--- src/rtl/text_scroller.sv ---
// text_scroller
//   Holds a short message of 6-bit character codes and scrolls it right-to-left
//   across DIGITS display positions, one scroll step every TICK_DIV cycles.
//   The message is followed by DIGITS blanks on a circular virtual tape.
//
// Ports
//   clk       system clock, rising edge
//   rst_n     asynchronous active-low reset
//   wr_en     message buffer write strobe
//   wr_addr   buffer entry to write
//   wr_data   6-bit character code to write
//   msg_len   message length, sampled on start (clamped to MSG_DEPTH)
//   start     one-cycle pulse: begin / restart scrolling
//   stop      one-cycle pulse: halt and blank (wins over start)
//   char_out  registered codes, digit 0 (leftmost) in the MSBs
//   busy      high while scrolling
//   wrap      one-cycle pulse when the scroll position returns to 0
module text_scroller #(
   parameter int unsigned DIGITS    = 4,
   parameter int unsigned MSG_DEPTH = 16,
   parameter int unsigned TICK_DIV  = 25_000_000
) (
   input  logic                         clk,
   input  logic                         rst_n,
   input  logic                         wr_en,
   input  logic [$clog2(MSG_DEPTH)-1:0] wr_addr,
   input  logic [5:0]                   wr_data,
   input  logic [$clog2(MSG_DEPTH):0]   msg_len,
   input  logic                         start,
   input  logic                         stop,
   output logic [6*DIGITS-1:0]          char_out,
   output logic                         busy,
   output logic                         wrap
);

   localparam int unsigned AW = $clog2(MSG_DEPTH);
   // Wide enough for pos + DIGITS - 1, which is below 2 * (MSG_DEPTH + DIGITS).
   localparam int unsigned PW = $clog2(MSG_DEPTH + DIGITS) + 1;
   localparam int unsigned CW = $clog2(TICK_DIV);

   localparam logic [5:0]          BLANK      = 6'h3F;
   localparam logic [6*DIGITS-1:0] ALL_BLANK  = {DIGITS{BLANK}};
   localparam logic [AW:0]         DEPTH_L    = (AW+1)'(MSG_DEPTH);
   localparam logic [CW-1:0]       CNT_LAST   = CW'(TICK_DIV - 1);

   typedef enum logic {IDLE, RUN} state_t;

   state_t              state, state_d;
   logic [PW-1:0]       pos, pos_d;
   logic [CW-1:0]       cnt, cnt_d;
   logic [AW:0]         len_q, len_d;
   logic [6*DIGITS-1:0] char_d;
   logic                wrap_d;

   logic [5:0]          mem [MSG_DEPTH];
   logic [AW:0]         len_clamp;
   logic [PW-1:0]       tape_len;
   logic [6*DIGITS-1:0] win;

   // Message buffer; reset fills every entry with blanks.
   always_ff @(posedge clk or negedge rst_n) begin
      if (!rst_n) begin
         for (int unsigned k = 0; k < MSG_DEPTH; k++) mem[k] <= BLANK;
      end else if (wr_en) begin
         mem[wr_addr] <= wr_data;
      end
   end

   assign len_clamp = (msg_len > DEPTH_L) ? DEPTH_L : msg_len;
   assign tape_len  = PW'(len_q) + PW'(DIGITS);

   // Window from the current position. A single conditional subtract wraps
   // the index because pos < L and i < DIGITS <= L. A write landing this
   // cycle is forwarded so it shows up in the window registered on this edge.
   always_comb begin
      logic [PW-1:0] idx;
      logic [5:0]    code;
      win = ALL_BLANK;
      for (int unsigned i = 0; i < DIGITS; i++) begin
         idx = pos + PW'(i);
         if (idx >= tape_len) idx = idx - tape_len;
         if (idx < PW'(len_q)) begin
            if (wr_en && (wr_addr == idx[AW-1:0])) code = wr_data;
            else                                   code = mem[idx[AW-1:0]];
         end else begin
            code = BLANK;
         end
         win[6*(DIGITS-1-i) +: 6] = code;
      end
   end

   always_comb begin
      state_d = state;
      pos_d   = pos;
      cnt_d   = cnt;
      len_d   = len_q;
      wrap_d  = 1'b0;
      char_d  = ALL_BLANK;
      case (state)
         IDLE: begin
            if (start && !stop && (msg_len != '0)) begin
               state_d = RUN;
               pos_d   = '0;
               cnt_d   = '0;
               len_d   = len_clamp;
            end
         end
         RUN: begin
            if (stop) begin
               state_d = IDLE;
               pos_d   = '0;
               cnt_d   = '0;
            end else begin
               char_d = win;
               if (start && (msg_len != '0)) begin
                  pos_d = '0;
                  cnt_d = '0;
                  len_d = len_clamp;
               end else if (cnt == CNT_LAST) begin
                  cnt_d = '0;
                  if (pos == tape_len - PW'(1)) begin
                     pos_d  = '0;
                     wrap_d = 1'b1;
                  end else begin
                     pos_d = pos + PW'(1);
                  end
               end else begin
                  cnt_d = cnt + CW'(1);
               end
            end
         end
         default: state_d = IDLE;
      endcase
   end

   always_ff @(posedge clk or negedge rst_n) begin
      if (!rst_n) begin
         state    <= IDLE;
         pos      <= '0;
         cnt      <= '0;
         len_q    <= '0;
         char_out <= ALL_BLANK;
         wrap     <= 1'b0;
      end else begin
         state    <= state_d;
         pos      <= pos_d;
         cnt      <= cnt_d;
         len_q    <= len_d;
         char_out <= char_d;
         wrap     <= wrap_d;
      end
   end

   assign busy = (state == RUN);

endmodule

--- config.mk ---
export PLATFORM = sky130hd
export DESIGN_NAME = text_scroller
export DESIGN_NICKNAME = d
export VERILOG_FILES = /design/src/rtl/text_scroller.sv
export SDC_FILE = /design/constraint.sdc
export NUM_CORES = 1
export LEC_CHECK = 0
export ABC_AREA = 0
export CORE_ASPECT_RATIO = 1.75
export CORE_UTILIZATION = 38
export CTS_CLUSTER_SIZE = 25
export DETAILED_ROUTE_END_ITERATION = 16
export MAX_ROUTING_LAYER = met4
export PLACE_DENSITY = 0.61
export SYNTH_ARGS = -nofsm -noshare
export SYNTH_HDL_FRONTEND = slang
export SYNTH_SLANG_ARGS = --single-unit
--- constraint.sdc ---
create_clock -name clk -period 6.95 [get_ports clk]
set_clock_uncertainty 0.2 [all_clocks]
set_input_delay 1.0425 -clock clk [delete_from_list [all_inputs] [get_ports clk]]
set_output_delay 1.0425 -clock clk [all_outputs]
set_load 0.01 [all_outputs]
==> key figures, run 1 <==
Status
  • Outcome: finished, final reports clean

Placed design
  • Hpwl dp: approximately 30,000 microns
  • RD Place Congestion: roughly 0.95
  • Area after DPL: between 10,000 and 15,000 sq um
  • I/O Buffers: 45

STA
  • Slew HR: 11.5%
  • Fin. max-slew vios: 0
  • Peak Freq: 169 MHz
  • Setup violators final: 0
  • Minimum clock period: roughly 6 ns
  • Slew @ Worst Pin: 1.32 ns
  • RSZ-0062 raised after global routing: false
  • Final Hold Vio Count: 0
  • Final Cycle Share: between 80% and 90%
  • Final setup TNS: 0 ns

Clocking
  • Resize count post-CTS: 0
  • Hold buffer count at cts: 0
  • Postcts setup bufs: 0
  • CTS root buffer: clkbuf_16
  • CTS sink cnt: ~160
  • CTS tree: yes
  • Clk_lat worst skew: ~0.46 ns
  • Clk slew on worst S/H paths: 0.07 ns
  • Htree depth: 4
  • CTS Buffer Depth: 2
  • CTS Buf Count: 17

Pwr
  • Clk network pwr share: between 20% and 30%
  • Psw: approximately 1.4 mW
  • Sw Ratio: between 30% and 40%
  • Lkg Pwr: between 5 and 6 nW
  • Combinational power share: about 36%
  • Int Pwr: 2.28 mW
  • Pwr dens: between 200 and 300 nW/um^2
  • VDD IR max: ~0.19 mV
  • Sequential power share: about two fifths

Route
  • Initial DRC Count: approximately 600
  • Routed Antenna Nets: 0
  • First-pass iteration count of the detailed router: 5
  • Total number of vias: 9,943
  • Routed len/inst: around 25 microns
  • DRC: 0
  • Final WL: ~40,000 microns
  • Post-DR vias/cell: between 6 and 7

Logic synthesis
  • Synth Register Bits: approximately 160
  • Syn. warnings: 0
  • Seq/Total Area, Yosys: between 30% and 40%
  • Synth top area share: 25.9%
  • Main combinational cell family by area after synthesis: multiplexers
  • Syn avg cell area: approximately 10 sq um
  • Commonest cells in the netlist: mux2i_1 (155), mux2_2 (123), dfstp_2 (120)
  • Most frequent cell after synthesis: mux2i_1
  • Compound-Gate Fraction of Synth Area: between 15 and 20%
  • Distinct cells, synth: 75
  • Post-synth EDFFs: 0
  • Top FF cell, synth: dfstp_2
  • Yosys top cell by area: dfstp_2
  • Simple-gate share of the synthesized area: 11.9%
  • Post-synthesis adder-cell area fraction: roughly 5.3%
  • Async SR Flop Fraction: 100%
  • Post-Syn Area: approximately 12,000 sq um
  • Post-synthesis mux area share: 24.9%
  • Top cells by area, synth: dfstp_2 (26%), mux2i_1 (13%), mux2_2 (11%)
  • Post-Syn Instances: between 1,000 and 1,500
  • Post-synthesis xor/xnor area fraction: under 10%
  • Mapped Nets: roughly 1,300

Die
  • CORE AREA: roughly 32,000 sq um
  • Die height: roughly 240 microns
  • Initial Utilization: 38.6%
  • Top Ports: 46
  • Rows: 86
  • Die ar.: 32,800 sq um
  • Die W: ~140 microns

Cells and area
  • Post-layout nets: around 1,300
  • Layout cells sized above 1: between 20% and 30%
  • Area Overhead vs Synth: 10.7%
  • ANT cells: 0
  • Post-route cell area: 13,500 sq um

GRT
  • Initial antenna violation count: 0
  • Grt ovf: 0
  • Largest net degree at the start of global routing: 83
  • GRT Total Usage: about a quarter
  • Global-route wire length before repair: approximately 60,000 microns
  • Vias in the first global route: 10,000

Worst setup path
  • Crit-path max FO: 35
  • R2R Path End: char_out[3]
  • Reg-to-reg startpoint: pos[0]
  • Crit Path Category: flip-flop to flip-flop
  • FF-to-FF path depth: 13
  • CP startpoint kind: flip-flop
  • Internal reg-to-reg setup slack: around 1.0 ns
  • Kind of end point of the critical path: flip-flop
  • Required time of the critical path: slightly above 7 ns
  • WP data arrival: around 6 ns

Job
  • Max Cap Violations: 0

Worst hold path
  • Type of the tightest min-delay check: flip-flop to flip-flop
  • Hold path startpoint: cnt[1]
  • Hold depth: 2
  • Hold endpoint: cnt[1]
==> critical path, cell delays in order, from the launching register on <==
cell and delay, ns:
dfrtp_1 0.75, clkinv_1 0.49, ha_1 0.49, inv_1 0.15
fa_1 0.43, nand3_1 0.09, nand2_1 0.08, o41a_1 0.59
mux2i_4 1.03, nor2b_1 0.10, a211oi_1 0.27, a211oi_1 0.08
a211oi_1 0.81, o311ai_1 0.21
==> sequential cells by signal, indices dropped and copies added, names as in the netlist <==
| name | flops |
|---|---|
| wrap | 1 |
| char_out | 24 |
| mem | 96 |
| pos | 6 |
| cnt | 25 |
| len_q | 5 |
| busy | 1 |
==> per-layer routing <==
metal | global-route usage, % | routed length [microns] | part of all wire, % | vias to the layer above
li1 | - | - | - | 4519
met1 | 25.6 | 14300 | 35 | 4932
met2 | 46.4 | 21500 | 53 | 328
met3 | 4.01 | 1340 | 3.3 | 164
met4 | 21.3 | 3700 | 9.0 | 0
met5 | - | 0 | 0 | -
==> cells by family (layout without fill, tap and decap cells) <==
logic type / count (synthesis) / count (layout)
buffers and inverters: 108 / 123
multiplexers: 283 / 283
adder cells (fa/ha/maj): 49 / 49
AO/OA/AOI/OAI: 264 / 264
XOR/XNOR: 68 / 68
AND/OR/NAND/NOR: 285 / 285
flip-flops: 158 / 158
==> stage by stage <==
stage	total power [mW]	setup slack [ns]	utilization [%]	hold WS [ns]	instances
6_report	3.71	1.04	42.7	0.318	1626
5_1_grt	3.87	0.669	42.7	0.347	1626
4_1_cts	3.70	1.18	42.7	0.320	1626
3_5_place_dp	2.77	1.21	41.0	0.302	1595
3_3_place_gp	2.75	1.31	41.0	0.286	1595
2_1_floorplan	2.29	2.28	-	0.266	1215
==> how the worst max path moves through the flow <==
| stage | start | endpoint | slack [ns] | cells after the start |
|---|---|---|---|---|
| final | pos[0] | char_out[3] | 1.04 | 13 |
| after global routing | pos[0] | char_out[4] | 0.67 | 13 |
| after CTS | pos[0] | char_out[1] | 1.18 | 13 |
| after detailed placement | pos[0] | char_out[1] | 1.21 | 13 |
| after global placement | pos[0] | char_out[2] | 1.31 | 14 |
| after floorplan | pos[1] | char_out[0] | 2.28 | 18 |
==> layout make-up <==
class,instances,area [sq um]
repair buffers,59,557
clock inverters,12,105
well taps,396,495
flip-flops and latches,158,4100
inverters,33,124
clock buffers,19,453
fillers,3089,18100
multi-input cells,949,7640
==> power groups by stage <==
stage               logic (mW)  registers (mW)  clock network [mW]
finish                    1.33            1.45               0.927
global route              1.42            1.47               0.973
CTS                       1.31            1.45               0.942
detailed placement        1.30            1.46                   0
global placement          1.29            1.46                   0
floorplan                0.949            1.34                   0
==> layout by cell type, fill, tap and decap left out, types with 10 or more instances in the layout <==
cell type / netlist / layout
a211oi_1: 62 / 62
a21oi_1: 44 / 44
a2bb2oi_1: 11 / 11
and3_1: 10 / 10
buf_4: 11 / 14
clkbuf_16: 0 / 17
clkdlybuf4s50_1: 0 / 44
dfrtp_1: 38 / 38
dfstp_2: 120 / 120
ha_1: 45 / 45
inv_1: 31 / 31
mux2_2: 123 / 123
mux2i_1: 155 / 153
nand2_1: 65 / 65
nand2b_1: 13 / 13
nand3_1: 14 / 14
nand4_1: 10 / 10
nor2_1: 79 / 79
nor2b_1: 38 / 38
nor3_1: 12 / 12
nor4_1: 13 / 13
o21ai_0: 34 / 34
o221ai_1: 11 / 11
o22a_1: 11 / 11
o22ai_1: 17 / 17
xnor2_1: 34 / 34
xor2_1: 34 / 34
Note: power is estimated with default switching activity, not from simulation.
==> inputs of run 2 (changes only) <==
==> constraint.sdc (replaced) <==
create_clock -name clk -period 6.05 [get_ports clk]
set_clock_uncertainty 0.2 [all_clocks]
set_input_delay 0.9075 -clock clk [delete_from_list [all_inputs] [get_ports clk]]
set_output_delay 0.9075 -clock clk [all_outputs]
set_load 0.01 [all_outputs]
==> run 2 against run 1 <==
Design area grew 1.4%. Total power grew 19%. Sequential power grew 15%. Register-to-register slack lost 0.64 ns. Largest power group unchanged.
==> key figures, run 2 (synthesis gave the netlist of run 1 again) <==
Status
  • Outcome: finished, final reports clean (unchanged)

Worst setup path
  • CP top delay family: compound AO/OA/AOI/OAI gates (unchanged)
  • Kind of end point of the critical path: flip-flop (unchanged)
  • FF-to-FF path depth: 13 (unchanged)
  • Reg-to-reg startpoint: pos[0] (unchanged)
  • WP buf/inv: 3 (was 2)
  • Critical Path Max Stage Delay: 0.81 ns (was 1.03 ns)
  • Crit Path Category: flip-flop to flip-flop (unchanged)
  • CP Cell Sequence: clkinv_1, ha_1, inv_1, fa_1, nor2b_1, o21ai_1, a31oi_4, mux2i_4, buf_4, mux2i_1, o221ai_1, a2111oi_0, a2bb2oi_1 (was clkinv_1, ha_1, inv_1, fa_1, nand3_1, nand2_1, o41a_1, mux2i_4, nor2b_1, a211oi_1, a211oi_1, a211oi_1, o311ai_1)
  • WP data arrival: 5.81 ns (was 6.04 ns)
  • Internal reg-to-reg setup slack: 0.40 ns (was 1.04 ns)
  • CP startpoint kind: flip-flop (unchanged)
  • CP max stage cell: mux2i_4 (unchanged)
  • Crit-path max FO: 16 (was 35)
  • Required time of the critical path: 6.21 ns (was 7.09 ns)
  • R2R Path End: char_out[15] (was char_out[3])

Cells and area
  • Commonest non-fill, non-tap cell in the layout: mux2i_1 (unchanged)
  • Post-layout nets: 1,300 (was 1,287)
  • Max reg flops: 96 (unchanged)
  • Largest Register: mem (unchanged)
  • Commonest non-fill, non-tap cells in the layout: mux2i_1 (153), mux2_2 (123), dfstp_2 (120), nor2_1 (79), nand2_1 (65) (unchanged)
  • Area Overhead vs Synth: 12.2% (was 10.7%)
  • Post-route cell area: 13,700 sq um (was 13,500 sq um)
  • Layout cells sized above 1: 25.8% (was 25.0%)
  • Biggest regs: mem (96), cnt (25), char_out (24) (unchanged)
  • # fillers: 3,050 (was 3,089)
  • ANT cells: 0 (unchanged)

Placed design
  • I/O Buffers: 45 (unchanged)
  • Hpwl dp: 30,300 microns (about the same)
  • RD Place Congestion: 0.935 (was 0.950)
  • Area after DPL: 13,000 sq um (was 12,900 sq um)
  • Place WS: 0.581 ns (was 1.21 ns)

Clocking
  • Htree depth: 4 (unchanged)
  • CTS root buffer: clkbuf_16 (unchanged)
  • CTS Buf Count: 17 (unchanged)
  • Postcts setup bufs: 0 (unchanged)
  • Clk_lat worst skew: 0.47 ns (was 0.46 ns)
  • CTS tree: yes (unchanged)
  • CTS sink cnt: 158 (unchanged)
  • Resize count post-CTS: 0 (unchanged)
  • Hold buffer count at cts: 0 (unchanged)
  • Clk slew on worst S/H paths: 0.07 ns (about the same)
  • CTS Buffer Depth: 2 (unchanged)

GRT
  • Global-route wire length before repair: 62,500 microns (was 60,800 microns)
  • GRT Total Usage: 27.2% (was 26.6%)
  • Largest net degree at the start of global routing: 82 (was 83)
  • Grt ovf: 0 (unchanged)
  • Initial antenna violation count: 0 (unchanged)
  • Vias in the first global route: 10,300 (was 10,000)

STA
  • Slew HR: 30.7% (was 11.5%)
  • Minimum clock period: 5.65 ns (was 5.91 ns)
  • Final Hold Vio Count: 0 (unchanged)
  • Final Cycle Share: 93.3% (was 85.0%)
  • Fin. max-slew vios: 0 (unchanged)
  • Final setup TNS: 0 ns (unchanged)
  • WHS: 0.261 ns (was 0.318 ns)
  • Setup violators final: 0 (unchanged)
  • RSZ-0062 raised after global routing: false (unchanged)
  • Peak Freq: 177 MHz (was 169 MHz)
  • Min setup slack post-route: 0.404 ns (was 1.04 ns)
  • Slew @ Worst Pin: 1.04 ns (was 1.32 ns)

Route
  • DRC: 0 (unchanged)
  • First-pass iteration count of the detailed router: 5 (unchanged)
  • Routed len/inst: 25.1 microns (about the same)
  • Total number of vias: 9,947 (was 9,943)
  • Final WL: 41,100 microns (was 40,900 microns)
  • Post-DR vias/cell: 6.07 (was 6.12)
  • Routed Antenna Nets: 0 (unchanged)
  • Initial DRC Count: 586 (was 608)

Pwr
  • Psw: 1.66 mW (was 1.43 mW)
  • Lkg Pwr: 5.45 nW (was 5.34 nW)
  • Int Pwr: 2.75 mW (was 2.28 mW)
  • Combinational power share: 35.1% (was 35.8%)
  • Sw Ratio: 37.6% (was 38.5%)
  • Pwr Total: 4.42 mW (was 3.71 mW)
  • Pwr dens: 323 nW/um^2 (was 275 nW/um^2)
  • Sequential power share: 37.8% (was 39.2%)
  • VDD IR max: 0.199 mV (was 0.185 mV)
  • Clk network pwr share: 27.1% (was 25.0%)

Die
  • Rows: 86 (unchanged)
  • Die ar.: 32,800 sq um (unchanged)
  • Initial Utilization: 38.6% (unchanged)
  • Top Ports: 46 (unchanged)
  • Die height: 239 microns (unchanged)
  • CORE AREA: 31,500 sq um (unchanged)
  • Die W: 137 microns (unchanged)

Job
  • Max Cap Violations: 0 (unchanged)

Worst hold path
  • Type of the tightest min-delay check: input pin to asynchronous set/reset pin (was flip-flop to flip-flop)
[run 2: cell types whose count changed in the layout (fill, tap and decap cells not counted)]
cell and delta:
clkinvlp_4 -3, inv_4 +1, bufinv_16 +3, inv_8 +4
inv_6 -2, clkbuf_8 -1, clkinv_2 -1, clkinv_4 -1
buf_4 +12, buf_12 +1
[run 2: layout make-up]
type	count	area [sq um]	area share [%]
Clock buffer	18	439	3.22
Clock inverter	13	193	1.41
Multi-Input combinational cell	949	7640	55.9
Inverter	33	124	0.907
Timing Repair Buffer	72	667	4.88
Tap cell	396	495	3.63
Sequential cell	158	4100	30.0
[run 2: worst max-delay path by stage]
stage	from	end	slack, ns	cells past startpoint
finish	pos[0]	char_out[15]	0.40	13
global route	pos[1]	char_out[15]	0.11	13
CTS	pos[1]	char_out[13]	0.55	15
detailed placement	pos[1]	char_out[13]	0.58	15
global placement	pos[1]	char_out[13]	0.58	15
floorplan	pos[1]	char_out[0]	1.38	18
[run 2: worst register-to-register path, cell delays in order (launching register included)]
cell and delay, ns:
dfrtp_1 0.46, clkinv_1 0.42, ha_1 0.55, inv_1 0.18, fa_1 0.51, nor2b_1 0.14
o21ai_1 0.13, a31oi_4 0.47, mux2i_4 0.81, buf_4 0.33, mux2i_1 0.55, o221ai_1 0.23
a2111oi_0 0.41, a2bb2oi_1 0.14
[run 2: stage by stage]
stage | utilization (%) | std cells
3_3_place_gp | 41.3 | 1608
5_1_grt | 43.3 | 1639
4_1_cts | 43.3 | 1639
2_1_floorplan | - | 1215
3_5_place_dp | 41.3 | 1608
6_report | 43.3 | 1639
[run 2: routing by layer]
layer | vias to the layer above | track usage, % | part of all wire, %
met5 | - | - | 0
met4 | 0 | 21.4 | 8.5
met3 | 162 | 4.33 | 3.3
met2 | 298 | 47.4 | 53
met1 | 4951 | 26.3 | 35
li1 | 4536 | - | -
[run 2: power groups by stage]
stage	logic (mW)	registers, mW	clock network, mW
final	1.55	1.67	1.20
after global routing	1.67	1.70	1.26
after CTS	1.52	1.67	1.22
after detailed placement	1.51	1.68	0
after global placement	1.49	1.68	0
after floorplan	1.09	1.54	0
